### src/rtl/nibble_serial_add_ctrl_if.sv
// nibble_serial_add_ctrl_if: issue-side request/result bundle for the serial nibble adder
interface nibble_serial_add_ctrl_if #(parameter int WIDTH = 16);
  logic start;
  logic sub;
  logic [WIDTH-1:0] a;
  logic [WIDTH-1:0] b;
  logic c_in;
  logic busy;
  logic done;
  logic [WIDTH-1:0] sum;
  logic c_out;
  logic overflow;
  modport master (output start, sub, a, b, c_in, input busy, done, sum, c_out, overflow);
  modport slave (input start, sub, a, b, c_in, output busy, done, sum, c_out, overflow);
endinterface

### src/rtl/nibble_serial_add_ctrl.sv
// nibble_serial_add_ctrl: WIDTH-bit add/sub time-multiplexed onto one 4-bit ripple slice
module nibble_serial_add_ctrl #(parameter int WIDTH = 16) (
  input logic clk,
  input logic rst,
  nibble_serial_add_ctrl_if.slave bus
);
  localparam int NIB = WIDTH / 4;
  localparam int IW = NIB > 1 ? $clog2(NIB) : 1;
  typedef enum logic [1:0] {IDLE, RUN, DONE} state_t;
  state_t state, state_n;
  logic [WIDTH-1:0] a_r, b_r, acc, acc_n, sum_r;
  logic carry_r, c_out_r, ovf_r, last;
  logic [IW-1:0] idx;
  logic [4:0] slice;
  always_comb begin
    slice = {1'b0, a_r[{idx, 2'b00} +: 4]} + {1'b0, b_r[{idx, 2'b00} +: 4]} + {4'b0, carry_r};
    acc_n = acc;
    acc_n[{idx, 2'b00} +: 4] = slice[3:0];
    last = idx == IW'(NIB - 1);
    state_n = state;
    if (state == IDLE) state_n = bus.start ? RUN : IDLE;
    else if (state == RUN) state_n = last ? DONE : RUN;
    else state_n = IDLE;
  end
  always_ff @(posedge clk) begin
    if (rst) begin
      state <= IDLE;
      a_r <= '0;
      b_r <= '0;
      acc <= '0;
      carry_r <= 1'b0;
      idx <= '0;
      sum_r <= '0;
      c_out_r <= 1'b0;
      ovf_r <= 1'b0;
    end else begin
      state <= state_n;
      if (state == IDLE && bus.start) begin
        a_r <= bus.a;
        b_r <= bus.sub ? ~bus.b : bus.b;
        carry_r <= bus.sub | bus.c_in;
        idx <= '0;
      end else if (state == RUN) begin
        acc <= acc_n;
        carry_r <= slice[4];
        idx <= idx + 1'b1;
        // results are published only with the final nibble so partial sums stay hidden
        if (last) begin
          sum_r <= acc_n;
          c_out_r <= slice[4];
          ovf_r <= (a_r[WIDTH-1] == b_r[WIDTH-1]) && (acc_n[WIDTH-1] != a_r[WIDTH-1]);
        end
      end
    end
  end
  assign bus.busy = state != IDLE;
  assign bus.done = state == DONE;
  assign bus.sum = sum_r;
  assign bus.c_out = c_out_r;
  assign bus.overflow = ovf_r;
endmodule

### src/flat_wrapper.sv
// flat-port wrapper written by rule: the top's interface ports become plain ports
module nibble_serial_add_ctrl_flat 
#(parameter int WIDTH = 16)
  (clk, rst, bus_start, bus_sub, bus_a, bus_b, bus_c_in, bus_busy, bus_done, bus_sum, bus_c_out, bus_overflow);
  nibble_serial_add_ctrl_if #(.WIDTH(WIDTH)) bus_i ();
  input logic clk;
  input logic rst;
  input wire logic [$bits(bus_i.start)-1:0] bus_start;
  input wire logic [$bits(bus_i.sub)-1:0] bus_sub;
  input wire logic [$bits(bus_i.a)-1:0] bus_a;
  input wire logic [$bits(bus_i.b)-1:0] bus_b;
  input wire logic [$bits(bus_i.c_in)-1:0] bus_c_in;
  output wire logic [$bits(bus_i.busy)-1:0] bus_busy;
  output wire logic [$bits(bus_i.done)-1:0] bus_done;
  output wire logic [$bits(bus_i.sum)-1:0] bus_sum;
  output wire logic [$bits(bus_i.c_out)-1:0] bus_c_out;
  output wire logic [$bits(bus_i.overflow)-1:0] bus_overflow;
  assign bus_i.start = bus_start;
  assign bus_i.sub = bus_sub;
  assign bus_i.a = bus_a;
  assign bus_i.b = bus_b;
  assign bus_i.c_in = bus_c_in;
  assign bus_busy = bus_i.busy;
  assign bus_done = bus_i.done;
  assign bus_sum = bus_i.sum;
  assign bus_c_out = bus_i.c_out;
  assign bus_overflow = bus_i.overflow;
  nibble_serial_add_ctrl #(.WIDTH(WIDTH)) u_core (.clk(clk), .rst(rst), .bus(bus_i));
endmodule
### config.mk
export PLATFORM = sky130hd
export DESIGN_NAME = nibble_serial_add_ctrl_flat
export DESIGN_NICKNAME = d
export VERILOG_FILES = /design/src/rtl/nibble_serial_add_ctrl_if.sv /design/src/rtl/nibble_serial_add_ctrl.sv /design/src/flat_wrapper.sv
export SDC_FILE = /design/constraint.sdc
export NUM_CORES = 1
export LEC_CHECK = 0
export ABC_CLOCK_PERIOD_IN_PS = 9000
export BUFFER_PORTS_ARGS = -buffer_cell sky130_fd_sc_hd__buf_2
export CAP_MARGIN = 10
export CORE_ASPECT_RATIO = 0.5
export CORE_UTILIZATION = 56
export CTS_CLUSTER_DIAMETER = 40
export DETAILED_ROUTE_END_ITERATION = 7
export GPL_ROUTABILITY_DRIVEN = 1
export GPL_TIMING_DRIVEN = 0
export PLACE_DENSITY = 0.79
export SYNTH_ARGS = -nofsm -noshare
export SYNTH_HDL_FRONTEND = slang
export SYNTH_SLANG_ARGS = --single-unit
### constraint.sdc
create_clock -name clk -period 9 [get_ports clk]
set_input_delay 0.45 -clock clk [delete_from_list [all_inputs] [get_ports clk]]
set_output_delay 0.45 -clock clk [all_outputs]
set_load 0.02 [all_outputs]
# Word level (Yosys, flattened, before mapping)
# Cells that the tools add are included.
# totals
ff_bits	71
out_inout_bits	20
wordCells	41
# op_classes
mux	8
shifts	4
bitwise	3
n_reduce_logical	8
eq_ne	5
addsub	4
# ops
op	count
16-bit by 5-bit indexed part select with 4-bit output	2
16-bit bitwise mux	1
16-bit 2-to-1 mux	1
16-bit NOT	1
4-bit by 6-bit variable shift with 16-bit output, first input constant	1
4-bit by 6-bit indexed part select with 16-bit output	1
2-bit 2-to-1 mux	3
4-bit negation with 6-bit output	1
4-bit by 4-bit adder with 5-bit output	1
5-bit by 1-bit adder with 5-bit output	1
2-bit equality test, second input constant	2
2-bit nonzero test	2
1-bit 2-to-1 mux	3
3-bit AND reduction	1
2-bit by 1-bit adder with 2-bit output, second input constant	1
2-bit by 1-bit equality test with 1-bit output, second input constant	1
1-bit logical AND	2
2-bit zero test	1
2-bit AND reduction	1
2-bit OR reduction	1
1-bit equality test	1
1-bit != test	1
1-bit NOT	1
1-bit bitwise OR	1

# Depth between registers and ports, before layout
# logic_depth
word_depth	7
depth_mapped	10
mapped_depth_nobuf	9

# Least setup slack after synthesis
# No wires, ideal clock.
# synth_timing
path_type	register to register
startpoint	register u_core.idx[0]
endpoint	register u_core.ovf_r, in the netlist u_core.bus.overflow
setup_time_ns	0.088
stages_incl_launch_ff	9
required_ns	8.912
t_arrival_ns	2.742
path_slack_ns	6.170
path_buffers	1
cell_sequence	dfxtp_1 buf_2 mux4_2 ha_1 a21oi_1 a21oi_1 o32a_1 or3_1 a311oi_2
# synth_between
elab_chain_len	7
# synth_rtl
item	line	text
start, declared	nibble_serial_add_ctrl.sv:13	logic [IW-1:0] idx;
start signal, assigned	nibble_serial_add_ctrl.sv:46	idx <= idx + 1'b1;
16-bit by 5-bit indexed part select with 4-bit output	nibble_serial_add_ctrl.sv:16	slice = {1'b0, a_r[{idx, 2'b00} +: 4]} + {1'b0, b_r[{idx, 2'b00} +: 4]} + {4'b0, carry_r};
4-bit by 4-bit adder with 5-bit output	nibble_serial_add_ctrl.sv:16	
5-bit by 1-bit adder with 5-bit output	nibble_serial_add_ctrl.sv:16	
4-bit by 6-bit indexed part select with 16-bit output	nibble_serial_add_ctrl.sv:18	acc_n[{idx, 2'b00} +: 4] = slice[3:0];
16-bit bitwise mux	nibble_serial_add_ctrl.sv:18	
1-bit != test	nibble_serial_add_ctrl.sv:51	ovf_r <= (a_r[WIDTH-1] == b_r[WIDTH-1]) && (acc_n[WIDTH-1] != a_r[WIDTH-1]);
1-bit logical AND	nibble_serial_add_ctrl.sv:51	
end signal, assigned	nibble_serial_add_ctrl.sv:51	
end, declared	nibble_serial_add_ctrl.sv:12	logic carry_r, c_out_r, ovf_r, last;
# Several ways; a longest one is shown, not always the timed one.
# A chain may end at the register's enable or synchronous reset.

# Worst setup path after layout
# Same ends and word-level chain as after synthesis.

==> out/metrics.csv <==
metric,value,unit
Synth area leader,dfxtp_1,
setup TNS,0,ns
Num Clock Sinks,71,
Post-Route Skew,0.00592,ns
Fill cells,370,
"Hold Vio Cnt, Final",0,
first-pass GRT wire length,13.5,mm
RSZ-0062 raised after global routing,no,
Rel. slew slack,45.6,%
CORE AREA,5180,um^2
H-tree level count,3,
CP required,9.23,ns
Syn-to-layout area delta,22.9,%
Routed WL per cell,16.6,um
dpl ws,5.83,ns
pwr/cell area,225,nW/um^2
R2R depth,8,
final net count,465,
Routed WL,8.18,mm
Root Buffer Master,clkbuf_16,
worst IR drop on VDD,0.000139,V
"antenna viol nets, final",0,
number of max-cap violations,0,
dominant cells by area after synthesis,"dfxtp_1 (45%), nor2_1 (6.5%), mux4_2 (5.7%)",
Power Total,879,uW
CTS tree,done,
number of top-level pins,57,
Clock Latency Late Sink,0.33,ns
post-CTS resize count,0,
Mapped Nets,400,
Tightest Pin Transition,0.809,ns
Post-CTS Setup Inserts,0,
Die X,109,um
Cell variety after synth,32,
DRC viols,0,
GRT overflow,0,
highest routed layer,met4,
Max Freq,312,MHz
share of cells above drive strength 1,20.1,%
"commonest non-fill, non-tap cell in the layout",dfxtp_1,
via count,2854,
WL met2,3.82,mm
Final Hold Slack,0.351,ns
Final HPWL DP,5.60,mm
period utilisation layout,35.6,%
min cycle time layout,3.20,ns
Die Ht,55.3,um
maximum clock insertion buffer count,2,
number of core rows,18,
"CTS clk-pin slew, worst paths",0.06,ns
status,"finished, final reports clean",
worst hold stages,3,
HP Class,in2reg,
hold buffers post-CTS,0,
Cells after Synth,352,
Final Wtd Congestion,0.849,
met1 wire length,3.51,mm
Yosys reg bits,71,
register area share after synthesis,44.7,%
Final Worst Setup Slack,5.80,ns
initial antenna violation count,0,
IO buf count,54,
Final Core Density,75.5,%
nature of the critical path endpoint,flip-flop,
# diodes,0,
yosys warns,0,
drt pass-1 iters,5,
Setup CP Type,reg2reg,
DR WL met3,686,um
Synth Cell Area,3180,um^2
largest net degree at the start of global routing,13,
Iteration-0 DRC Markers,195,
HP Start,bus_a[14],
reg2reg start,u_core.idx[0],
area share of the largest cell type after synthesis,44.7,%
CP arrival,3.44,ns
hold endpoint,u_core.a_r[14],
reg2reg end,u_core.bus.overflow,
reg2reg setup slack,5.80,ns
most frequent cells in the layout,"dfxtp_1 (71), buf_2 (58), nor2_1 (55)",
vias in the first global route,2771,
syn avg cell area,9.04,um^2
total track usage,29.4,%
"Slew Viols, Final",0,
effective utilization at floorplan,61.4,%
CP Launch Type,flip-flop,
Vias/cell,5.80,
total CTS buffers,9,
CP Max Fanout,10,
# setup viols final,0,
Lkg Pwr,0.00156,uW
die area,6000,um^2
[sequential cells by signal (all words and copies together) (netlist names)]
register	flops
u_core.bus.overflow	1
u_core.acc	16
u_core.a_r	16
u_core.b_r	16
u_core.state	2
u_core.carry_r	1
u_core.idx	2
u_core.bus.sum	16
u_core.bus.c_out	1
[per-layer routing]
layer | track usage, % | vias to the layer above
met4 | 11.8 | 0
li1 | - | 1367
met1 | 37.7 | 1324
met5 | 0 | -
met2 | 45.9 | 144
met3 | 9.68 | 19
[cells in the mapped netlist, drive strengths merged]
cell type	count
and3	1
and2	4
o21ai	1
or3	1
xnor2	18
buf	9
a21oi	20
a21o	1
fa	2
mux4	8
o32a	1
nand3	2
nor3	19
and4bb	1
nor4b	1
clkbuf	18
a311oi	1
nor2b	4
nor2	55
nand2b	1
nand2	39
a211oi	19
a32oi	8
inv	14
ha	9
and4b	1
a22oi	8
a221oi	15
dfxtp	71
[power breakdown]
part	switching [uW]	total [uW]	internal, uW	leakage, uW
Clock	135	442	307	0.000180
Combinational	62.6	100	37.5	0.000804
Sequential	9.09	337	328	0.000579
[cell type report]
type | count | area, um^2 | share of cell area (%)
Inverter | 14 | 52.6 | 1.34
Timing Repair Buffer | 54 | 270 | 6.91
Multi-Input combinational cell | 240 | 1600 | 40.8
Clock buffer | 11 | 243 | 6.21
Buffer | 27 | 110 | 2.82
Clock inverter | 5 | 129 | 3.30
Sequential cell | 71 | 1420 | 36.4
Tap cell | 70 | 87.6 | 2.24
[worst max-delay path by stage]
stage	from	to	slack, ns
after floorplan	u_core.idx[0]	u_core.bus.overflow	6.17
after global placement	u_core.idx[0]	u_core.acc[1]	5.92
after CTS	u_core.idx[0]	u_core.bus.overflow	5.80
after detailed placement	u_core.idx[0]	u_core.bus.overflow	5.83
final	u_core.idx[0]	u_core.bus.overflow	5.80
after global routing	u_core.idx[0]	u_core.bus.overflow	5.60
[critical path, stage by stage, from the launching register on]
cell,delay [ns]
dfxtp_1,0.48
buf_2,0.38
mux4_2,0.56
ha_1,0.36
a21oi_1,0.20
a21oi_1,0.11
o32a_1,0.38
or3_1,0.34
a311oi_2,0.28
[logic make-up after synthesis]
kind of cell / synth area share, %
AO/OA/AOI/OAI: 17.0
XOR/XNOR: 4.96
adder cells (fa/ha/maj): 4.80
buffers and inverters: 5.11
flip-flops: 44.7
multiplexers: 5.66
AND/OR/NAND/NOR: 17.7
[metrics by stage]
stage | instance area, um^2 | std cells
floorplan | 3180 | 352
global placement | 3540 | 476
detailed placement | 3540 | 476
CTS | 3910 | 492
global route | 3910 | 492
finish | 3910 | 492
No activity file was read; power rests on OpenSTA's default activity.
